<file path="src/rtl/axistream_pipe_fifo.sv">
// AXI-stream pipeline FIFO: a register-array circular buffer of any depth that breaks
// every src-to-dest combinational path and reports occupancy and held complete packets.
module axistream_pipe_fifo #(
    parameter int DATA_WIDTH  = 8,
    parameter int USER_WIDTH  = 1,
    parameter int DEPTH       = 4,
    parameter int AFULL_LEVEL = DEPTH - 1
) (
    input  logic                          clk,
    input  logic                          rst,
    input  logic                          src_tvalid,
    output logic                          src_tready,
    input  logic [DATA_WIDTH-1:0]         src_tdata,
    input  logic [USER_WIDTH-1:0]         src_tuser,
    input  logic                          src_tlast,
    output logic                          dest_tvalid,
    input  logic                          dest_tready,
    output logic [DATA_WIDTH-1:0]         dest_tdata,
    output logic [USER_WIDTH-1:0]         dest_tuser,
    output logic                          dest_tlast,
    output logic [$clog2(DEPTH+1)-1:0]    count,
    output logic                          almost_full,
    output logic [$clog2(DEPTH+1)-1:0]    pkt_count
);
    localparam int CW = $clog2(DEPTH + 1);
    localparam int PW = $clog2(DEPTH);
    localparam int EW = DATA_WIDTH + USER_WIDTH + 1;
    localparam logic [PW-1:0] LAST_PTR  = PW'(DEPTH - 1);
    localparam logic [CW-1:0] FULL_CNT  = CW'(DEPTH);
    localparam logic [CW-1:0] AFULL_CNT = CW'(AFULL_LEVEL);

    logic [EW-1:0] mem [DEPTH];
    logic [PW-1:0] wr_ptr  = '0;
    logic [PW-1:0] rd_ptr  = '0;
    logic [CW-1:0] count_q = '0;
    logic [CW-1:0] pkt_q   = '0;

    logic          wr_en;
    logic          rd_en;
    logic [EW-1:0] head;
    logic          head_last;
    logic          pkt_inc;
    logic          pkt_dec;

    // Flags depend only on registered occupancy, so ready never sees dest_tready.
    assign src_tready  = !rst && (count_q != FULL_CNT);
    assign dest_tvalid = !rst && (count_q != '0);
    assign almost_full = !rst && (count_q >= AFULL_CNT);

    assign wr_en     = src_tvalid && src_tready;
    assign rd_en     = dest_tvalid && dest_tready;
    assign head      = mem[rd_ptr];
    assign head_last = head[EW-1];
    assign pkt_inc   = wr_en && src_tlast;
    assign pkt_dec   = rd_en && head_last;

    assign dest_tdata = head[DATA_WIDTH-1:0];
    assign dest_tuser = head[DATA_WIDTH +: USER_WIDTH];
    assign dest_tlast = head_last && dest_tvalid;
    assign count      = count_q;
    assign pkt_count  = pkt_q;

    always_ff @(posedge clk) begin
        if (wr_en) begin
            mem[wr_ptr] <= {src_tlast, src_tuser, src_tdata};
        end
    end

    // Pointers wrap by explicit compare so non-power-of-two depths work.
    always_ff @(posedge clk) begin
        if (rst) begin
            wr_ptr  <= '0;
            rd_ptr  <= '0;
            count_q <= '0;
            pkt_q   <= '0;
        end else begin
            if (wr_en) begin
                wr_ptr <= (wr_ptr == LAST_PTR) ? '0 : wr_ptr + 1'b1;
            end
            if (rd_en) begin
                rd_ptr <= (rd_ptr == LAST_PTR) ? '0 : rd_ptr + 1'b1;
            end
            case ({wr_en, rd_en})
                2'b10:   count_q <= count_q + 1'b1;
                2'b01:   count_q <= count_q - 1'b1;
                default: count_q <= count_q;
            endcase
            case ({pkt_inc, pkt_dec})
                2'b10:   pkt_q <= pkt_q + 1'b1;
                2'b01:   pkt_q <= pkt_q - 1'b1;
                default: pkt_q <= pkt_q;
            endcase
        end
    end
endmodule

</file>
<file path="config.mk">
export PLATFORM = sky130hd
export DESIGN_NAME = axistream_pipe_fifo
export DESIGN_NICKNAME = d
export VERILOG_FILES = /design/src/rtl/axistream_pipe_fifo.sv
export SDC_FILE = /design/constraint.sdc
export NUM_CORES = 1
export LEC_CHECK = 0
export BUFFER_PORTS_ARGS = -buffer_cell sky130_fd_sc_hd__clkbuf_2
export CAP_MARGIN = 10
export CELL_PAD_IN_SITES_DETAIL_PLACEMENT = 1
export CELL_PAD_IN_SITES_GLOBAL_PLACEMENT = 1
export CORE_MARGIN = 2
export CORE_UTILIZATION = 35
export DETAILED_ROUTE_END_ITERATION = 10
export GPL_ROUTABILITY_DRIVEN = 1
export GPL_TIMING_DRIVEN = 0
export PLACE_DENSITY = 0.65
export SLEW_MARGIN = 15
export SYNTH_ARGS = -nofsm -noshare
export SYNTH_HDL_FRONTEND = slang
export SYNTH_SLANG_ARGS = --single-unit
</file>
<file path="constraint.sdc">
create_clock -name clk -period 2.69 [get_ports clk]
set_input_delay 0.538 -clock clk [delete_from_list [all_inputs] [get_ports clk]]
set_output_delay 0.538 -clock clk [all_outputs]
set_load 0.02 [all_outputs]
</file>
==> Word level (Yosys, flattened, before mapping) <==
Memory sizes are Yosys's and may differ from the RTL's. A register that Yosys moved wholly into a read port is not among the register bits.
Cells that the tools add are included.
{ "totals": {"mem_count": 1, "latchBits": 0, "in_bits": 14, "rom_bits": 0, "ram_bits": 40, "regBits": 10, "output_inout_bits": 19} }
{ "classes": {"n_shift": 0, "reduce_logical": 12, "order_cmp": 1, "addsub": 6, "n_eq_ne": 7, "n_mux": 8, "mul": 0, "bitwise": 0, "div": 0} }
{ "mem_list": {"columns": ["memory", "words", "width", "read_ports", "rd_clocked_by_memory_dff", "write_ports", "line", "source"], "rows": [
  ["mem", 4, 10, 1, 1, 1, "32", "logic [EW-1:0] mem [DEPTH];"]
]} }
{ "op_table": {"columns": ["cell", "count"], "rows": [
  ["$pmux 3 s2", 2],
  ["$eq 2x2->1 const B", 4],
  ["$logic_and 1x1->1", 8],
  ["$mux 2", 4],
  ["$add 3x1->3 const B", 2],
  ["$sub 3x1->3 const B", 2],
  ["$add 2x1->2 const B", 2],
  ["$eq 2x1->1 const B", 2],
  ["$reduce_bool 2->1", 2],
  ["$ge 3x2->1 const B", 1],
  ["$ne 3x3->1 const B", 1],
  ["$reduce_bool 3->1", 1],
  ["$mux 1", 2],
  ["$logic_not 1->1", 1]
]} }

==> Longest topological paths before layout <==
Gate-level depths: netlist of run 1.
{ "logic_depth": {"depth_word": 6, "mapped_depth": 9, "depth_no_buf": 9} }

==> Worst setup path before layout of run 1 <==
OpenSTA, ideal clock, no wires.
{ "synth_timing": {"kind": "reg2reg", "startpoint": "register (tool-made name)", "endpoint": "register pkt_q[2] (netlist: pkt_count[2])", "n_path_buf": 1, "slack_ps": 368, "t_arrival_ps": 2252, "stages_incl_launch_ff": 9, "cell_sequence": "dfxtp_1 -> buf_6 -> mux4_2 -> and2_1 -> ha_1 -> fa_1 -> xnor2_1 -> or3_1 -> a21oi_1"} }
{ "synth_lines": {"columns": ["item", "line", "source"], "rows": [
  ["end signal, assigned", "89", "2'b10: pkt_q <= pkt_q + 1'b1;"],
  ["end signal, assigned", "90", "2'b01: pkt_q <= pkt_q - 1'b1;"],
  ["end signal, assigned", "91", "default: pkt_q <= pkt_q;"],
  ["end, declared", "36", "logic [CW-1:0] pkt_q = '0;"]
]} }

==> impl_metrics.yaml, run 1 <==
synthesis:
  syn-instance-count: 123
  ys_seq_area_share_pct: 66.63
  netlist_area_um2: 2163
  post-synth-top-count-cell: "edfxtp_1"
  synth_warnings: 0
  yosysTopAreaCell: "edfxtp_1"
  ys_top_cells_by_area: "edfxtp_1 56%, dfxtp_1 11%, mux4_1 9.7%"
  ys.flop_type: "edfxtp_1"
  syn-num-nets: 146
  synth.top_cell.area_share_pct: 55.52
  synthTopCellsByCount: "40 x edfxtp_1, 12 x dfxtp_1, 12 x nor2_1, 8 x mux4_1, 7 x ha_1"
  synth_edf_count: 40
  avgSynthCellArea_um2: 17.59
  async_flop_share_pct: 0
  synth_seq_cells: 52
  yosys.cell_types.count: 26
setup_path:
  cp.arrival_ns: 2.74
  r2r_setup_slack_ns: 0.21
  r2r_cells: 8
  end_kind: "flop"
  crit_type: "flop to flop"
  start_kind: "flop"
  required_ns: 2.94
  r2r_end: "pkt_count[2]$_SDFFE_PP0P_"
  cp_max_fo: 10
  endpoint: "pkt_count[2]$_SDFFE_PP0P_"
power:
  ir_drop_mv: 0.2630
  total_leakage_power_nw: 0.9295
  powerDensity_nw_per_um2: 654.8
die:
  design.portCount: 33
  core-area_um2: 5956
  fp.dieW_um: 82.62
  initial_core_util_pct: 36.32
  rows: 28
  dieHeight_um: 82.62
  die_area_um2: 6826
layout:
  areaGrowthSynthToFinish_pct: 16.19
  layout.nets: 185
  n_antenna_cell: 0
  multi_input_area_um2: 678.2
  nFillCells: 611
  regArea_um2: 1441
  drive_above_1_share_pct: 30.67
  design_area_um2: 2514
job:
  cap_violations: 0
clock_network:
  clk_pin_slew_worst_paths_ns: 0.10
  holdBufCountCts: 0
  cts_resized: 0
  cts_sinks: 52
  cts_root_buf: "clkbuf_8"
  clk_latency_ns: 0.31
  htree_levels: 2
  cts_setup_buffers: 0
  cts_tree: "done"
  numCtsBuffers: 5
  ctsLongestPathBuffers: 2
placement:
  pre_cts_ws_ns: 0.1668
  dp_hpwl_um: 2774
  placed_area_um2: 2417
  io_buffer_count: 32
  routabilityCongestion: 0.7721
sta:
  setup_slack_ns: 0.2055
  worst_pin_slew_ns: 0.5487
  tns_ns: 0
  period_share_pct: 92.36
  fin_worst_skew_ns: 0.009049
  hold_violations: 0
  rsz0062_at_grt: "no"
  fin_crit_ns: 2.485
  relSlewSlack_pct: 63.42
  finalMaxSlewViolations: 0
  fmax_ghz: 0.4025
  setup_violations: 0
drt:
  route.met2.wl_um: 1976
  drt-met1-wl_um: 1661
  drt_iter0_drc: 27
  antenna_left: 0
  via_count: 1140
  wire_per_inst_um: 16.05
  routed.top_layer: "met4"
  totalWireLength_um: 3820
  avgViaCountPerCell: 4.790
  drc_errors: 0
  dr_wl_met3_um: 114
  dr.pass1.iters: 4
global_route:
  track_usage_pct: 12.69
  grt_max_degree: 19
  grt_pass1_vias: 1257
  grt_first_pass_wirelength_um: 6189
  grt-ovfl-total: 0
  grt_antenna_before_repair: 0
run_status:
  status: "completed"
min_path:
  whs_path_depth: 1
  min_path_type: "primary input to flop"
[how the worst min path moves through the flow]
stage | from | end | slack [ns]
floorplan | wr_ptr[0]$_SDFFE_PP0P_ | wr_ptr[0]$_SDFFE_PP0P_ | 0.55
global placement | pkt_count[2]$_SDFFE_PP0P_ | pkt_count[2]$_SDFFE_PP0P_ | 0.47
detailed placement | pkt_count[2]$_SDFFE_PP0P_ | pkt_count[2]$_SDFFE_PP0P_ | 0.48
CTS | src_tdata[0] | mem[0][0]$_DFFE_PP_ | 0.44
global route | src_tdata[6] | mem[2][6]$_DFFE_PP_ | 0.44
finish | src_tdata[0] | mem[0][0]$_DFFE_PP_ | 0.45
[cell families after synthesis]
kind of cell	after synthesis	synth area share [%]
mux	15	14.69
flops	52	66.63
buf+inv	9	2.024
compound gates	8	2.371
xor+xnor	4	1.620
fa+ha+maj	9	5.899
simple gates	26	6.767
[layer usage]
metal / global-route usage (%) / vias to the layer above
li1: - / 539
met1: 14.31 / 572
met2: 22.90 / 22
met3: 2.935 / 7
met4: 5.410 / 0
met5: 0 / -
[metrics by stage]
step	hold slack [ns]	utilization (%)	total power [mW]	std cells
5_1_grt	0.4395	42.21	1.724	238
6_report	0.4454	42.21	1.646	238
2_1_floorplan	0.5462	-	1.126	123
3_5_place_dp	0.4831	40.59	1.215	230
3_3_place_gp	0.4686	40.59	1.197	230
4_1_cts	0.4370	42.21	1.674	238
[critical path, stage by stage (launching register included)]
cell	delay [ns]
dfxtp_1	0.34
buf_6	0.17
mux4_2	0.53
and2_1	0.20
ha_1	0.24
fa_1	0.39
xnor2_1	0.14
or3_1	0.30
a21oi_1	0.13
[power breakdown]
| part | leakage [nW] | switching [mW] | internal [mW] | total, mW |
|---|---|---|---|---|
| registers | 0.461 | 0.0242 | 0.907 | 0.931 |
| logic | 0.422 | 0.149 | 0.109 | 0.258 |
| clock network | 0.0463 | 0.266 | 0.191 | 0.457 |
[sequential cells by signal (all words and copies together), names as in the netlist, named ones only]
register   count
count          3
mem           40
pkt_count      3
rd_ptr         2
wr_ptr         2
[placed cells by master, fill, tap and decap left out, types with 2 or more instances in the layout]
cell type,Yosys,routed
mux4_1,8,8
nor2b_1,2,2
xor2_1,3,3
fa_1,2,2
inv_1,6,6
nor2_1,12,12
ha_1,7,7
and2_1,6,6
or3_1,2,2
edfxtp_1,40,40
mux4_2,2,2
o21ai_0,2,2
clkbuf_2,1,33
mux2_1,2,2
clkbuf_8,0,5
mux2_4,2,2
dfxtp_1,12,12
a21oi_1,5,5
[cell type report]
class | count | share of cell area (%)
repair buffers | 32 | 6.371
inverters | 6 | 0.8960
multi-input cells | 62 | 26.98
well taps | 75 | 3.733
plain buffers | 3 | 0.8462
clock inverters | 3 | 1.095
flip-flops and latches | 52 | 57.34
clock buffers | 5 | 2.738
(Power assumes the default switching activity.)
==> inputs of run 2 (changes only) <==
--- a/config.mk
+++ b/config.mk
@@ -10,11 +10,11 @@
 export CELL_PAD_IN_SITES_DETAIL_PLACEMENT = 1
 export CELL_PAD_IN_SITES_GLOBAL_PLACEMENT = 1
 export CORE_MARGIN = 2
-export CORE_UTILIZATION = 35
+export CORE_UTILIZATION = 47
 export DETAILED_ROUTE_END_ITERATION = 10
 export GPL_ROUTABILITY_DRIVEN = 1
 export GPL_TIMING_DRIVEN = 0
-export PLACE_DENSITY = 0.65
+export PLACE_DENSITY = 0.82
 export SLEW_MARGIN = 15
 export SYNTH_ARGS = -nofsm -noshare
 export SYNTH_HDL_FRONTEND = slang
==> run 2 against run 1 <==
Sequential power increased by 0.4%. Sequential share of layout area is 0.057 points higher. Non-clock buffer count rose by 1. Fmax increased by 0.57%. Clock-buffer cell count stayed put. Cell area about the same. Critical path depth unchanged. Critical path type unchanged. Largest cell class unchanged.
==> impl_metrics.yaml, run 2 (synthesis gave the netlist of run 1 again) <==
run_status:
  status: "completed"
layout:
  n_antenna_cell: 0
  layout_commonest_cell: "edfxtp_1"
  drive_above_1_share_pct: 31.10
  top_register: "mem"
  postLayoutCoreUtil_pct: 57.28
  areaGrowthSynthToFinish_pct: 16.08
  largest_register_ffs: 40
  layout.nets: 186
  mostFrequentLayoutCells: "40 x edfxtp_1, 33 x clkbuf_2, 12 x nor2_1, 12 x dfxtp_1, 8 x mux4_1"
  nFillCells: 418
  design_area_um2: 2511
placement:
  routabilityCongestion: 0.6989
  io_buffer_count: 32
  placed_area_um2: 2389
  dp_hpwl_um: 2966
setup_path:
  r2r_setup_slack_ns: 0.22
  cp_max_fo: 2
  required_ns: 2.92
  cp.arrival_ns: 2.70
  crit_type: "flop to flop"
  crit_buf_inv: 1
  path_delay_family: "adder cells"
  start_kind: "flop"
  end_kind: "flop"
  r2r_cells: 8
  path_cells: "buf_6 -> mux4_2 -> and2_1 -> ha_1 -> fa_1 -> xnor2_1 -> or3_1 -> a21oi_1"
  crit_path_top_delay_cell: "mux4_2"
  slowest_delay_ns: 0.49
  r2r_end: "pkt_count[2]$_SDFFE_PP0P_"
sta:
  finalMaxSlewViolations: 0
  fin_worst_skew_ns: 0.005534
  period_share_pct: 91.84
  hold_violations: 0
  worst_pin_slew_ns: 0.5630
  fmax_ghz: 0.4048
  fin_crit_ns: 2.470
  rsz0062_at_grt: "no"
  setup_violations: 0
  relSlewSlack_pct: 62.47
  tns_ns: 0
clock_network:
  cts_resized: 0
  numCtsBuffers: 5
  clk_pin_slew_worst_paths_ns: 0.10
  cts_tree: "done"
  holdBufCountCts: 0
  ctsLongestPathBuffers: 2
  clk_latency_ns: 0.30
  cts_root_buf: "clkbuf_8"
  cts_sinks: 52
  cts_setup_buffers: 0
  htree_levels: 2
die:
  rows: 24
  fp.dieW_um: 71.85
  design.portCount: 33
  core-area_um2: 4384
  initial_core_util_pct: 49.34
  dieHeight_um: 71.85
  die_area_um2: 5162
global_route:
  grt_antenna_before_repair: 0
  grt_first_pass_wirelength_um: 6251
  grt_max_degree: 18
  grt_pass1_vias: 1225
  track_usage_pct: 16.82
  grt-ovfl-total: 0
min_path:
  whs_path_depth: 1
  hold_end: "mem[2][6]$_DFFE_PP_"
  min_path_type: "primary input to flop"
  hp-start: "src_tdata[6]"
power:
  total_leakage_power_nw: 0.9434
  p_sw_share_pct: 25.05
  seqPwrFrac_pct: 54.0
  ir_drop_mv: 0.3084
  p_int_mw: 1.298
  pwr-share-comb_pct: 15.1
  p_clk_share_pct: 30.9
  switchingPower_mw: 0.4339
  powerDensity_nw_per_um2: 689.8
job:
  cap_violations: 0
drt:
  via_count: 1145
  avgViaCountPerCell: 5.301
  drc_errors: 0
  wire_per_inst_um: 18.64
  drt_iter0_drc: 80
  totalWireLength_um: 4026
  antenna_left: 0
  dr.pass1.iters: 4
run 2: cell count changes in the layout (fill, tap and decap cells not counted):
cell | previous run | this run
buf_4 | 0 | 1
inv_8 | 1 | 0
inv_6 | 0 | 1
clkinv_4 | 1 | 0
bufinv_16 | 0 | 1
run 2: worst max path at each step:
stage	to	start	depth (start not counted)	slack (ns)
after floorplan	pkt_count[2]$_SDFFE_PP0P_	flop	8	0.37
after global placement	pkt_count[2]$_SDFFE_PP0P_	rst	9	0.26
after detailed placement	pkt_count[2]$_SDFFE_PP0P_	flop	8	0.13
after CTS	pkt_count[2]$_SDFFE_PP0P_	flop	8	0.08
after global routing	pkt_count[2]$_SDFFE_PP0P_	flop	8	0.10
final	pkt_count[2]$_SDFFE_PP0P_	flop	8	0.22
run 2: per-stage QoR:
step,hold WS (ns),worst slack (ns),power [mW],std cells
after floorplan,0.5462,0.3682,1.126,123
after global placement,0.4668,0.2574,1.193,207
after detailed placement,0.5001,0.1324,1.216,207
after CTS,0.4420,0.08288,1.746,215
after global routing,0.4471,0.1042,1.800,216
final,0.4498,0.2195,1.732,216
run 2: layout make-up:
| class | count | area [um2] | area share [%] |
|---|---|---|---|
| flip-flops and latches | 52 | 1441 | 57.40 |
| clock inverters | 3 | 46.29 | 1.844 |
| clock buffers | 5 | 68.82 | 2.740 |
| inverters | 6 | 22.52 | 0.8969 |
| multi-input cells | 62 | 678.2 | 27.01 |
| repair buffers | 33 | 167.7 | 6.677 |
| well taps | 52 | 65.06 | 2.591 |
| plain buffers | 3 | 21.27 | 0.8470 |
run 2: worst reg2reg max path, stage by stage (launching register included):
cell	delay [ns]
dfxtp_1	0.37
buf_6	0.12
mux4_2	0.49
and2_1	0.19
ha_1	0.24
fa_1	0.39
xnor2_1	0.14
or3_1	0.31
a21oi_1	0.15
run 2: power groups by stage:
stage	Combinational [mW]	Sequential [mW]	Clock [mW]
after floorplan	0.173	0.953	0
after global placement	0.247	0.946	0
after detailed placement	0.262	0.954	0
after CTS	0.265	0.936	0.546
after global routing	0.288	0.939	0.573
final	0.262	0.935	0.536
run 2: per-layer routing:
| layer | vias up | GRT usage (%) | share of wire [%] |
|---|---|---|---|
| met4 | 0 | 6.080 | 1.9 |
| met2 | 25 | 31.69 | 57 |
| met3 | 7 | 3.516 | 3.3 |
| met5 | - | 0 | 0 |
| met1 | 571 | 18.54 | 38 |
| li1 | 542 | - | - |
